[config.mk]
export PLATFORM = sky130hd
export DESIGN_NAME = keypad_scanner
export DESIGN_NICKNAME = d
export VERILOG_FILES = /design/src/rtl/keypad_pkg.sv /design/src/rtl/keypad_decode.sv /design/src/rtl/keypad_scanner.sv
export SDC_FILE = /design/constraint.sdc
export NUM_CORES = 1
export LEC_CHECK = 0
export ABC_AREA = 1
export CAP_MARGIN = 20
export CORE_ASPECT_RATIO = 1.4
export CORE_MARGIN = 3
export CORE_UTILIZATION = 45
export DETAILED_ROUTE_END_ITERATION = 12
export GPL_TIMING_DRIVEN = 0
export PLACE_DENSITY = 0.64
export SLEW_MARGIN = 30
export SYNTH_ARGS = -nofsm -noshare
export SYNTH_HDL_FRONTEND = slang
export SYNTH_SLANG_ARGS = --single-unit
[constraint.sdc]
create_clock -name clk -period 3.7 [get_ports clk]
set_input_delay 1.11 -clock clk [delete_from_list [all_inputs] [get_ports clk]]
set_output_delay 1.11 -clock clk [all_outputs]
set_load 0.005 [all_outputs]
[src/rtl/keypad_pkg.sv]
// keypad_pkg: FSM states, key codes and the 4x4 key lookup shared by the keypad scanner
package keypad_pkg;
  typedef enum logic [1:0] {SCAN, CONFIRM, VALID, RELEASE} state_t;
  localparam logic [3:0] KEY_A = 4'hA;
  localparam logic [3:0] KEY_B = 4'hB;
  localparam logic [3:0] KEY_C = 4'hC;
  localparam logic [3:0] KEY_D = 4'hD;
  localparam logic [3:0] KEY_STAR = 4'hE;
  localparam logic [3:0] KEY_HASH = 4'hF;
  localparam logic [3:0] NO_KEY = 4'b1111;
  function automatic logic [1:0] one_cold_idx(input logic [3:0] v);
    return !v[0] ? 2'd0 : !v[1] ? 2'd1 : !v[2] ? 2'd2 : 2'd3;
  endfunction
  // Rows 0..2 of columns 0..2 are the digits 1..9; column 3 holds A..D; row 3 is *,0,#,D.
  function automatic logic [3:0] key_lookup(input logic [1:0] r, input logic [1:0] c);
    return r == 2'd3 ? (c == 2'd0 ? KEY_STAR : c == 2'd1 ? 4'h0 : c == 2'd2 ? KEY_HASH : KEY_D)
         : c == 2'd3 ? KEY_A + {2'b00, r}
         : {2'b00, r} * 4'd3 + {2'b00, c} + 4'd1;
  endfunction
endpackage

[src/rtl/keypad_decode.sv]
// keypad_decode: maps a one-cold row and column pair to a key code; ports row, col in, code and onehot_ok out
module keypad_decode
  import keypad_pkg::*;
(
  input  logic [3:0] row,
  input  logic [3:0] col,
  output logic [3:0] code,
  output logic       onehot_ok
);
  assign code = key_lookup(one_cold_idx(row), one_cold_idx(col));
  assign onehot_ok = ($countones(~row) == 1) && ($countones(~col) == 1);
endmodule

[src/rtl/keypad_scanner.sv]
// keypad_scanner: scans a 4x4 keypad, confirms one press, hands its code out via valid/ack; ports clk, rst_n, filas_in, columnas_out, key_code, key_valid, key_ack
module keypad_scanner
  import keypad_pkg::*;
#(
  parameter int SETTLE_CYCLES = 4,
  parameter int CONFIRM_CYCLES = 8
) (
  input  logic       clk,
  input  logic       rst_n,
  input  logic [3:0] filas_in,
  output logic [3:0] columnas_out,
  output logic [3:0] key_code,
  output logic       key_valid,
  input  logic       key_ack
);
  state_t state;
  logic [1:0] col;
  logic [7:0] cnt;
  logic [3:0] pat;
  logic [3:0] dec_code;
  logic       dec_ok;
  assign columnas_out = ~(4'b0001 << col);
  // In SCAN the live rows are qualified; afterwards the latched pattern drives the code.
  keypad_decode u_dec (
    .row       (state == SCAN ? filas_in : pat),
    .col       (columnas_out),
    .code      (dec_code),
    .onehot_ok (dec_ok)
  );
  always_ff @(posedge clk or negedge rst_n) begin
    if (!rst_n) begin
      state <= SCAN;
      col <= 2'd0;
      cnt <= 8'd0;
      pat <= NO_KEY;
      key_code <= 4'h0;
      key_valid <= 1'b0;
    end else begin
      case (state)
        SCAN: begin
          if (cnt == 8'(SETTLE_CYCLES - 1)) begin
            cnt <= 8'd0;
            if (dec_ok) begin
              pat <= filas_in;
              state <= CONFIRM;
            end else col <= col + 2'd1;
          end else cnt <= cnt + 8'd1;
        end
        CONFIRM: begin
          // Emission takes one edge after the last matching sample.
          if (cnt == 8'(CONFIRM_CYCLES)) begin
            key_code <= dec_code;
            key_valid <= 1'b1;
            cnt <= 8'd0;
            state <= VALID;
          end else if (filas_in == pat) cnt <= cnt + 8'd1;
          else begin
            cnt <= 8'd0;
            col <= col + 2'd1;
            state <= SCAN;
          end
        end
        VALID: begin
          if (key_ack) begin
            key_valid <= 1'b0;
            state <= RELEASE;
          end
        end
        RELEASE: begin
          if (filas_in != NO_KEY) cnt <= 8'd0;
          else if (cnt == 8'(CONFIRM_CYCLES - 1)) begin
            cnt <= 8'd0;
            col <= 2'd0;
            state <= SCAN;
          end else cnt <= cnt + 8'd1;
        end
      endcase
    end
  end
endmodule
==> impl_summary.md, run 1 <==
Clocking
No sink is reached through more buffers than the 2 on the longest clock path. The clock reaches the later pin of the worst-skew pair after 260 ps. The total setup buffers inserted after CTS is 0. The cell at the root of the clock tree is clkbuf_8.

The number of levels the H-tree was split into is 1. The CTS tree is built. The number of clock buffers inserted by TritonCTS is 3. The total clock sinks is 21.

The clock-pin transition on the worst setup and hold timing paths is about 80 ps. The number of hold buffers added after CTS is 0.

GRT
The global-route usage over all layers is 0.166. The number of antenna violations at the first check in global routing is 0. The global route total overflow is 0. The via count of the first global-routing pass is 1410.

The maximum number of pins on one net before global-route repair is 22. The first global-routing pass estimated ~6.1 mm of wire.

Worst setup path
The endpoint identified for the worst register-to-register timing path is key_code[1]$_DFFE_PN0P_. The worst register-to-register path has a depth of 13. The top fanout value on the critical path is 4. STA classifies the critical path startpoint as an input port. The path type of the worst setup path is input port to register. The kind of capture point of the worst setup path is a register. For flop-to-flop paths, the worst setup slack is 790 ps. STA puts the critical path data arrival time at ~3600 ps. The worst endpoint required time is 3850 ps.

Floorplanning
The die covers between 4000 and 5000 sq um. The core area is between 3000 and 4000 sq um. In this run the core area contains 26 standard-cell rows. Measured along the x axis, the die boundary spans 58.9 um. The height of the die is between 80 and 90 um. For this configuration, the core starts out at a cell density of 0.475. The number of placed I/O pins is 16.

Synthesis
The post-synthesis register bit count is 21. The share of synthesized area in the top cell type comes to 0.241. The sequential share of the synthesized area is 0.301.

Among all flip-flop cells after synthesis, the most frequent one is dfrtp_1. dfrtp_1 takes more of the synthesized area than any other cell. Counting every instance in the synthesized netlist gives around 240.

The average cell area after synthesis is roughly 7.4 sq um. The number of enable flip-flop cells after synthesis is 0. By count the netlist is led by nand2_1, inv_1, nor2_1, ha_1, dfrtp_1.

The dominant cell by count in the synthesized netlist is nand2_1. The number of warnings reported in the yosys synthesis log is 0. Summing every instance area after synthesis gives roughly 1800 sq um.

The count of unique library cells instantiated by Yosys is 33. When the netlist entered floorplanning its net count stood at 267. Ranked by total cell area, the synthesized netlist is headed by dfrtp_1, nand2_1, ha_1. In the synthesized netlist the async set-or-reset flop fraction comes to 1.00.

Timing
Setup repair after global routing left no endpoint under its margin. The share of the cycle needed by the critical path after routing is 0.934. The number of failing hold endpoints at the final stage is 0. The maximum clock skew at final layout is around 1.2 ps. The minimum clock period is approximately 3500 ps.

The final setup violation count is 0. The highest attainable clock frequency is 289 MHz. The number of max-slew violations in the final report came to 0.

Pwr
The total power density per cell area is ~830 nW/um^2. The sequential group share of total power is 0.235. For this design the static power due to leakage is just over 1 nW.

Of the total power, the share spent switching nets is 0.481. The analysis attributes to net switching a power of between 800 and 900 uW. Of the total power, combinational logic draws 0.673.

The internal power of the cells totals between 800 and 900 uW. The share of total power dissipated in the clock network is 0.092. The overall power is ~1.7 mW. The worst voltage drop across the vdd grid is between 500 and 600 uV.

Final layout
The finished layout holds 299 standard cells, fillers aside. The number of fillers in the final layout is around 380. The synthesis-to-finish area growth is 14.3%.

The fraction of layout instances using a drive strength above 1 is 0.148. After the last flow step, the layout net total stands at around 290. The antenna diode instance count is 0.

Min path
For hold timing, the worst endpoint is key_valid$_DFFE_PN0P_. The worst min-delay path class is register to register. In this run the most critical hold path is launched from key_valid$_DFFE_PN0P_. Counting instances, the worst hold path has a depth of 2.

Drt
The via count of the routed design is 1447. The remaining design rule violation count is 0. The first TritonRoute pass finished after 4 iterations. The number of nets with antenna violations after routing is 0.

Summed over all layers, the routed wires come to about 3.4 mm. The per-cell routed wire length is about 11 um. The number of DRC violations after detailed-routing iteration 0 is 48. The average via count per standard cell is roughly 4.8.

Place
The detailed-placement wirelength estimate is between 2 and 3 mm. The number of cells in the design after placement is between 200 and 300. The congestion estimate from routability-driven global placement came to slightly above 0.8.

The number of I/O port buffers is 15.

Job
Across the run, the number of max-cap violations was 0.

Outcome
The flow ran to the end, and the final reports show no timing, DRC or antenna violations.
critical path, cell delays in order:
cell,delay [ps]
clkdlybuf4s50_1,520
inv_1,70
nand2_1,60
o21ai_0,110
ha_1,300
ha_1,190
fa_1,450
nor2_2,210
nand2_1,100
a21oi_1,140
nand3_1,130
o21ai_1,150
nand2_1,60
through the flow:
step                 util  setup WS [ps]  hold slack [ps]  area [sq um]  TNS, ps
floorplan               -            672              460          1760        0
global placement    0.530           -122              468          1960     -438
detailed placement  0.528           -162              465          1960     -531
CTS                 0.541            109              487          2010        0
global route        0.543           41.8              502          2010        0
finish              0.543            243              482          2010        0
area by class of cell:
cell class | instances | area [sq um] | share of cell area
multi-input cells | 178 | 1080 | 0.539
flip-flops and latches | 21 | 531 | 0.263
repair buffers | 15 | 145 | 0.0720
inverters | 37 | 139 | 0.0689
well taps | 42 | 52.6 | 0.0261
clock buffers | 3 | 41.3 | 0.0205
plain buffers | 2 | 16.3 | 0.00807
clock inverters | 1 | 5.00 | 0.00248
worst max-delay path by stage:
| stage | startpoint | endpoint | depth (start not counted) |
|---|---|---|---|
| 2_1_floorplan | filas_in[1] | key_code[2]$_DFFE_PN0P_ | 10 |
| 3_3_place_gp | filas_in[1] | key_code[2]$_DFFE_PN0P_ | 11 |
| 3_5_place_dp | filas_in[1] | key_code[1]$_DFFE_PN0P_ | 12 |
| 4_1_cts | filas_in[1] | key_code[1]$_DFFE_PN0P_ | 12 |
| 5_1_grt | filas_in[1] | key_code[1]$_DFFE_PN0P_ | 12 |
| 6_report | filas_in[3] | register | 13 |
power by group through the flow:
| stage | Clock, mW | Sequential (mW) | Combinational (mW) |
|---|---|---|---|
| 6_report | 0.153 | 0.393 | 1.12 |
| 5_1_grt | 0.168 | 0.403 | 1.32 |
| 4_1_cts | 0.158 | 0.393 | 1.11 |
| 3_5_place_dp | 0 | 0.397 | 1.11 |
| 3_3_place_gp | 0 | 0.393 | 1.09 |
| 2_1_floorplan | 0 | 0.384 | 0.828 |
cell families after synthesis:
group | synth area share
fa+ha+maj | 0.169
other cells | 0.00213
flops | 0.301
buf+inv | 0.0881
compound gates | 0.0852
simple gates | 0.315
xor+xnor | 0.0398
layout by cell type, fill, tap and decap left out, drive strengths merged:
cell and n:
clkdlybuf4s50 14, conb 1, ha 19, dfstp 4
or2 1, buf 3, nand2 76, clkinv 4
o21ai 16, dfrtp 17, nor2 25, fa 3
inv 34, xor2 3, a31oi 2, a21oi 7
nand3 13, and2 1, nand4 3, clkbuf 3
nor3 2, nand3b 1, xnor2 5
per-layer routing:
metal | vias to the layer above | global-route usage | share of wire
met1 | 647 | 0.204 | 0.45
met4 | 0 | 0.0612 | 0.011
met5 | - | 0 | 0
met3 | 4 | 0.0146 | 0.019
li1 | 777 | - | -
met2 | 19 | 0.291 | 0.52
flip-flops by register name (all words and copies together), names as in the netlist, named ones only:
| signal | cells |
|---|---|
| cnt | 8 |
| key_code | 4 |
| pat | 4 |
| col | 2 |
| key_valid | 1 |
| state | 1 |
repair_timing:
action                     CTS  global route
gates resized for setup      0             5
hold endpoints to repair     0             0
setup endpoints to repair    0             4
Power figures use the tool's default switching activity.
==> run 2, diff against run 1 <==
CORE_MARGIN = 2   (was 3)
==> run 2 against run 1 <==
Worst hold slack improved by 1.8 ps. First-iteration DRC count fell by 27%. Via count is 1.0% lower. Global-route usage is 0.83 points higher. Sequential share of layout area down 0.065 points. Register-to-register slack improved by 30 ps. Non-clock buffer count stayed put. Largest cell class unchanged. Largest power group unchanged.
==> impl_summary.md, run 2 (synthesis gave the netlist of run 1 again) <==
Clocking
The number of clock buffers added by TritonCTS is 3. The maximum clock insertion buffer count is 2. The total setup buffers inserted after CTS is 0. After clock tree synthesis, the clock-pin slew on the worst setup and hold paths is roughly 80 ps. Clock latency on the worst-skew pair, taken at its later pin, is between 200 and 300 ps. The total clock sinks is 21. The post-cts gate resize count is 0.

The tree is rooted in a clkbuf_8. In this run the number of H-tree levels came out at 1. For this design, the CTS-stage hold fixing added 0 buffers. The CTS tree is built.

Timing
In the final timing run, aggregate negative setup slack is 0 ps. The number of max-slew violations in the final report is 0. Setup repair after global routing left no endpoint under its margin. The minimum clock period is between 3000 and 4000 ps. The maximum clock skew at final layout is 4.01 ps. The highest attainable clock frequency is approximately 290 MHz. The share of the cycle needed by the critical path after routing is 0.930.

The worst setup margin is 258 ps. Setup violations remaining at the end of the flow were counted as 0. The number of failing hold endpoints at the final stage is 0.

Min path
The path class of the tightest hold or removal check is register to register. Along the worst hold path, the cell count comes to 2.

Floorplanning
The die is around 57 um wide. The number of placed I/O pins is 16. The row count is 26. The effective utilization at floorplan is 0.475. The die is 78.0 um tall. The die covers around 4400 sq um. After floorplanning, the core was sized to cover 3710 sq um.

Final layout
The antenna diode instance count is 0. The net count of the finished layout is between 200 and 300. Relative to the synthesized area, the layout overhead comes to 14.6%. The largest registers in the layout are cnt (8), key_code (4), pat (4). After routing the design area is 2020 sq um.

The most common cell after layout, fill and taps aside is nand2_1. Counting flops per register, the top entry is cnt. The register with the most flip-flops in the layout has 8 of them.

The library cells used most frequently in the layout, excluding fill and tap cells, are nand2_1, inv_1, nor2_1, ha_1, dfrtp_1. The fraction of layout instances using a drive strength above 1 is 0.148.

Drt
The final wirelength is between 3 and 4 mm. The final route contains 1432 vias. The per-cell routed wire length is approximately 11 um.

The average via count per standard cell is approximately 4.8. The detail route stage leaves a number of antenna-violating nets equal to 0. The first detailed-routing pass ran for 4 iterations.

The number of DRC violations after detailed-routing iteration 0 is 35. For this run, design rule violations remaining after detail routing come to 0.

Place
Before CTS, the worst setup slack after placement is -137 ps. The count of buffers added on input and output ports is 15. The cell area after placement is approximately 2000 sq um. The placer congestion estimate is roughly 0.84. Summed over all nets, the half-perimeter wirelength after detailed placement is around 2.7 mm.

Pwr
The total power density per cell area is about 850 nW/um^2. The overall power is 1.71 mW. The static power due to leakage is 1.04 nW.

The worst-case IR drop observed on VDD is around 830 uV.

GRT
The number of antenna violations at the first check in global routing was 0. The first-pass GRT wire length is roughly 6.1 mm. For this run the aggregate overflow at the end of global routing stands at 0. The via count of the first global-routing pass is between 1000 and 1500.

The global-route usage over all layers is 0.174. The maximum number of pins on one net before global-route repair is 22.

Worst setup path
The path type of the worst setup path is input port to register. STA classifies the critical path startpoint as an input port. The worst endpoint required time is approximately 3900 ps. Data on the critical path arrives at its endpoint at roughly 3600 ps. The kind of capture point of the worst setup path is a register.

The worst reg-to-reg path cell count is 13. The top fanout value on the critical path is 4.

Job
The number of maximum-capacitance constraint violations is 0.

Outcome
The flow ran to the end, and the final reports show no timing, DRC or antenna violations.
[run 2: cell types whose count changed in the layout (fill, tap and decap cells not counted)]
cell     before  now
nor2_2        3    2
nor2_4        2    3
o21ai_0       6    7
o21ai_1       6    5
[run 2: final timing paths]
kind / slack, ps / start / endpoint
min in group asynchronous: 800 / rst_n / cnt[0]$_DFFE_PN0N_
max in group asynchronous: 2550 / rst_n / pat[2]$_DFFE_PN1P_
worst max-delay path: 260 / filas_in[1] / key_code[1]$_DFFE_PN0P_
worst max register to register: 820 / register / key_code[1]$_DFFE_PN0P_
worst min-delay path: 480 / key_valid$_DFFE_PN0P_ / key_valid$_DFFE_PN0P_
worst min register to register: 480 / key_valid$_DFFE_PN0P_ / key_valid$_DFFE_PN0P_
[run 2: worst max-delay path, stage by stage]
cell	delay, ps
clkdlybuf4s50_1	530
nand2_1	90
o21ai_2	100
ha_2	240
inv_1	80
fa_1	510
inv_1	70
fa_1	530
nand2_1	60
nand2_1	60
o21ai_0	80
o21ai_0	180
[run 2: cell type report]
cell class                 instances  area [sq um]
fill                             385          1690
multi-input combinational        178          1090
timing repair buffer              15           145
buffer                             2          16.3
clock buffer                       3          41.3
inverter                          37           139
clock inverter                     1          5.00
tap                               42          52.6
sequential                        21           531
[run 2: metrics by stage]
step / util / instances / hold slack [ps]
floorplan: - / 238 / 460
global placement: 0.530 / 295 / 466
detailed placement: 0.528 / 295 / 465
CTS: 0.541 / 299 / 487
global route: 0.545 / 299 / 520
finish: 0.545 / 299 / 484
[run 2: where the power goes]
group	total, mW	internal (mW)	switching, mW	leakage [nW]
logic	1.16	0.491	0.673	0.756
registers	0.390	0.318	0.0715	0.255
clock network	0.159	0.0753	0.0838	0.0255
[run 2: per-layer routing]
metal	up-vias	track usage	routed length, um
met5	-	0	0
met4	0	0.0558	51
met3	5	0.0198	51
met2	11	0.322	1720
met1	642	0.204	1530
li1	774	-	-
==> run 3, diff against run 2 <==
CORE_ASPECT_RATIO = unset   (was 1.4)
CTS_CLUSTER_DIAMETER = 200   (was unset)
==> run 3 against run 2 <==
Clock power about the same. Combinational power is essentially flat. Sequential cell count did not move. First-iteration DRC count rose by 63%.
==> impl_summary.md, run 3 (synthesis gave the netlist of run 1 again) <==
Outcome
The run finished with clean final reports.

Job
Max-cap violations in this run came to 0.

Worst setup path
Data on the critical path is required at its endpoint by 3880 ps. Among all stages on the critical path, the largest delay is contributed by fa_1. Data on the critical path arrives at its endpoint at 3600 ps. The maximum cell stage delay along the critical path is 550 ps. The signal on the critical path passes through clkdlybuf4s50_1 > nand2_2 > o21ai_4 > ha_2 > inv_1 > fa_1 > inv_1 > fa_1 > nand2_1 > nand2_1 > o21ai_0 > o21ai_0. In this run the worst path has a maximum fanout of 4. For flop-to-flop paths, the worst setup slack is 830 ps.

The type of element launching the critical path is an input port. The path type of the worst setup path is input port to register. The kind of capture point of the worst setup path is a register. The start point of the critical path is filas_in[0].

Clocking
In this run the number of H-tree levels came out at 1. CTS saw 21 sinks. The clock-pin transition on the worst setup and hold timing paths is around 80 ps. The tree is rooted in a clkbuf_8. The post-cts gate resize count is 0. The maximum clock insertion buffer count is 2. Buffers added to address setup during post-CTS repair amount to 0. Buffers inserted during clock tree synthesis total 3. The CTS tree is built. The clock latency on the worst-skew pair is 260 ps. The number of hold buffers added after CTS is 0.

Timing
For the final database, setup skew stands at ~1.8 ps. The number of failing hold endpoints at the final stage is 0. Derived from the worst setup path, the maximum achievable clock frequency is between 200 and 300 MHz. The number of max-slew violations in the final report is 0. Across all hold checks on the routed design, the worst slack comes to 482 ps. Setup repair after global routing left no endpoint under its margin. The final setup violation count is 0. The share of the cycle needed by the critical path after routing is 0.924. The clock period could shrink to around 3400 ps.

Setup slack closes at ~280 ps.

Drt
The number of optimization iterations in the first detailed-route pass is 4. In the routed design, unresolved DRC markers number 0. The per-cell routed wire length is 11.1 um.

The via count of the routed design is approximately 1500. In the routed layout, each cell is associated on average with a via count of between 4 and 5. In this run the remaining antenna-violating nets after routing total 0.

The final wirelength is between 3 and 4 mm. In this run, the number of DRC markers left after iteration 0 of detailed routing was 57.

GRT
The via count of the first global-routing pass was 1405. The global route total overflow is 0. The global-route usage over all layers is 0.180. The first-pass GRT wire length is between 6 and 7 mm.

The number of antenna violations at the first check in global routing is 0. The maximum number of pins on one net before global-route repair is 22.

Floorplanning
The effective utilization at floorplan is 0.474. The area enclosed by the die boundary is 4430 sq um. The core region is ~3700 sq um. The x dimension of the die is roughly 67 um.

The row count is 22. The floorplan step set the die height to 66.6 um. The number of placed I/O pins is 16.

Final layout
The area growth from synthesis to layout is 14.9%. The repair_antennas step left the layout with diodes totalling 0. The number of fillers in the final layout is between 300 and 400.

cnt holds more flip-flops than any other register. The non-filler instance count after layout is 305. The cell area after layout is 2020 sq um. The net count of the finished layout is between 200 and 300. Leaving out fill and tap cells, the most frequent cell in the layout is nand2_1. The area occupied by multi-input gates is ~1100 sq um. The fraction of layout instances using a drive strength above 1 is 0.148. The sequential cells in the finished layout cover a total of 531 sq um. The largest registers in the layout are cnt (8), key_code (4), pat (4). The number of flip-flops under the largest register name is 8.

In the layout the commonest cells are nand2_1, inv_1, nor2_1, ha_1, dfrtp_1.

Pwr
The completed layout was analyzed and its total power is ~1.7 mW. For this design the static power due to leakage is 1.03 nW. The worst voltage drop across the vdd grid is around 280 uV.

Power spread over the standard cell area amounts to 830 nW/um^2.

Place
At the placement stage, the worst setup path has a slack of -96.1 ps. The number of I/O port buffers is 15. After detailed placement, the total cell area comes to 1970 sq um.

Routability-driven placement finished with a final weighted congestion of just over 0.8. The detailed-placement wirelength estimate is between 2 and 3 mm. The number of cells in the design after placement is ~300.

Min path
The worst min-delay path class is register to register. The startpoint of the worst hold path is key_valid$_DFFE_PN0P_.
-- run 3: cell types whose count changed in the layout (fill, tap and decap cells not counted) --
cell / previous run / this run
clkinv_2: 1 / 0
o21ai_1: 5 / 4
clkinvlp_4: 0 / 1
nor2_2: 2 / 3
o21ai_0: 7 / 8
nor2_4: 3 / 2
-- run 3: report_power, final --
part,switching [mW],internal (mW),leakage [nW]
Sequential,0.0710,0.318,0.255
Combinational,0.655,0.479,0.755
Clock,0.0811,0.0760,0.0217
-- run 3: worst paths after layout --
kind | depth (start not counted) | endpoint
worst max-delay path | 12 | key_code[1]$_DFFE_PN0P_
worst min-delay path | 2 | key_valid$_DFFE_PN0P_
worst max register to register | 13 | key_code[1]$_DFFE_PN0P_
worst min register to register | 2 | key_valid$_DFFE_PN0P_
max in group asynchronous | 1 | pat[0]$_DFFE_PN1P_
min in group asynchronous | 1 | cnt[2]$_DFFE_PN0N_
-- run 3: routing by layer --
metal	part of all wire	global-route usage	wire length (um)	vias to the layer above
met5	0	0	0	-
met3	0.039	0.0355	132	2
met4	0.0062	0.0306	21	0
met1	0.47	0.229	1600	662
li1	-	-	-	772
met2	0.48	0.316	1620	18
-- run 3: critical path: cells and delay by family --
kind                     cells  cell delay (ps)
AND/OR/NAND/NOR              3              200
AO/OA/AOI/OAI                3              330
buffers and inverters        3              690
adder cells (fa/ha/maj)      3             1280
-- run 3: layout make-up --
type / instances / share of cell area
clock buffers: 3 / 0.0204
well taps: 48 / 0.0297
inverters: 37 / 0.0686
plain buffers: 2 / 0.00803
repair buffers: 15 / 0.0717
clock inverters: 1 / 0.00371
multi-input cells: 178 / 0.536
flip-flops and latches: 21 / 0.262
-- run 3: per-stage QoR --
| stage | utilization | TNS (ps) |
|---|---|---|
| floorplan | - | 0 |
| global placement | 0.531 | -208 |
| detailed placement | 0.529 | -270 |
| CTS | 0.542 | 0 |
| global route | 0.545 | 0 |
| finish | 0.545 | 0 |
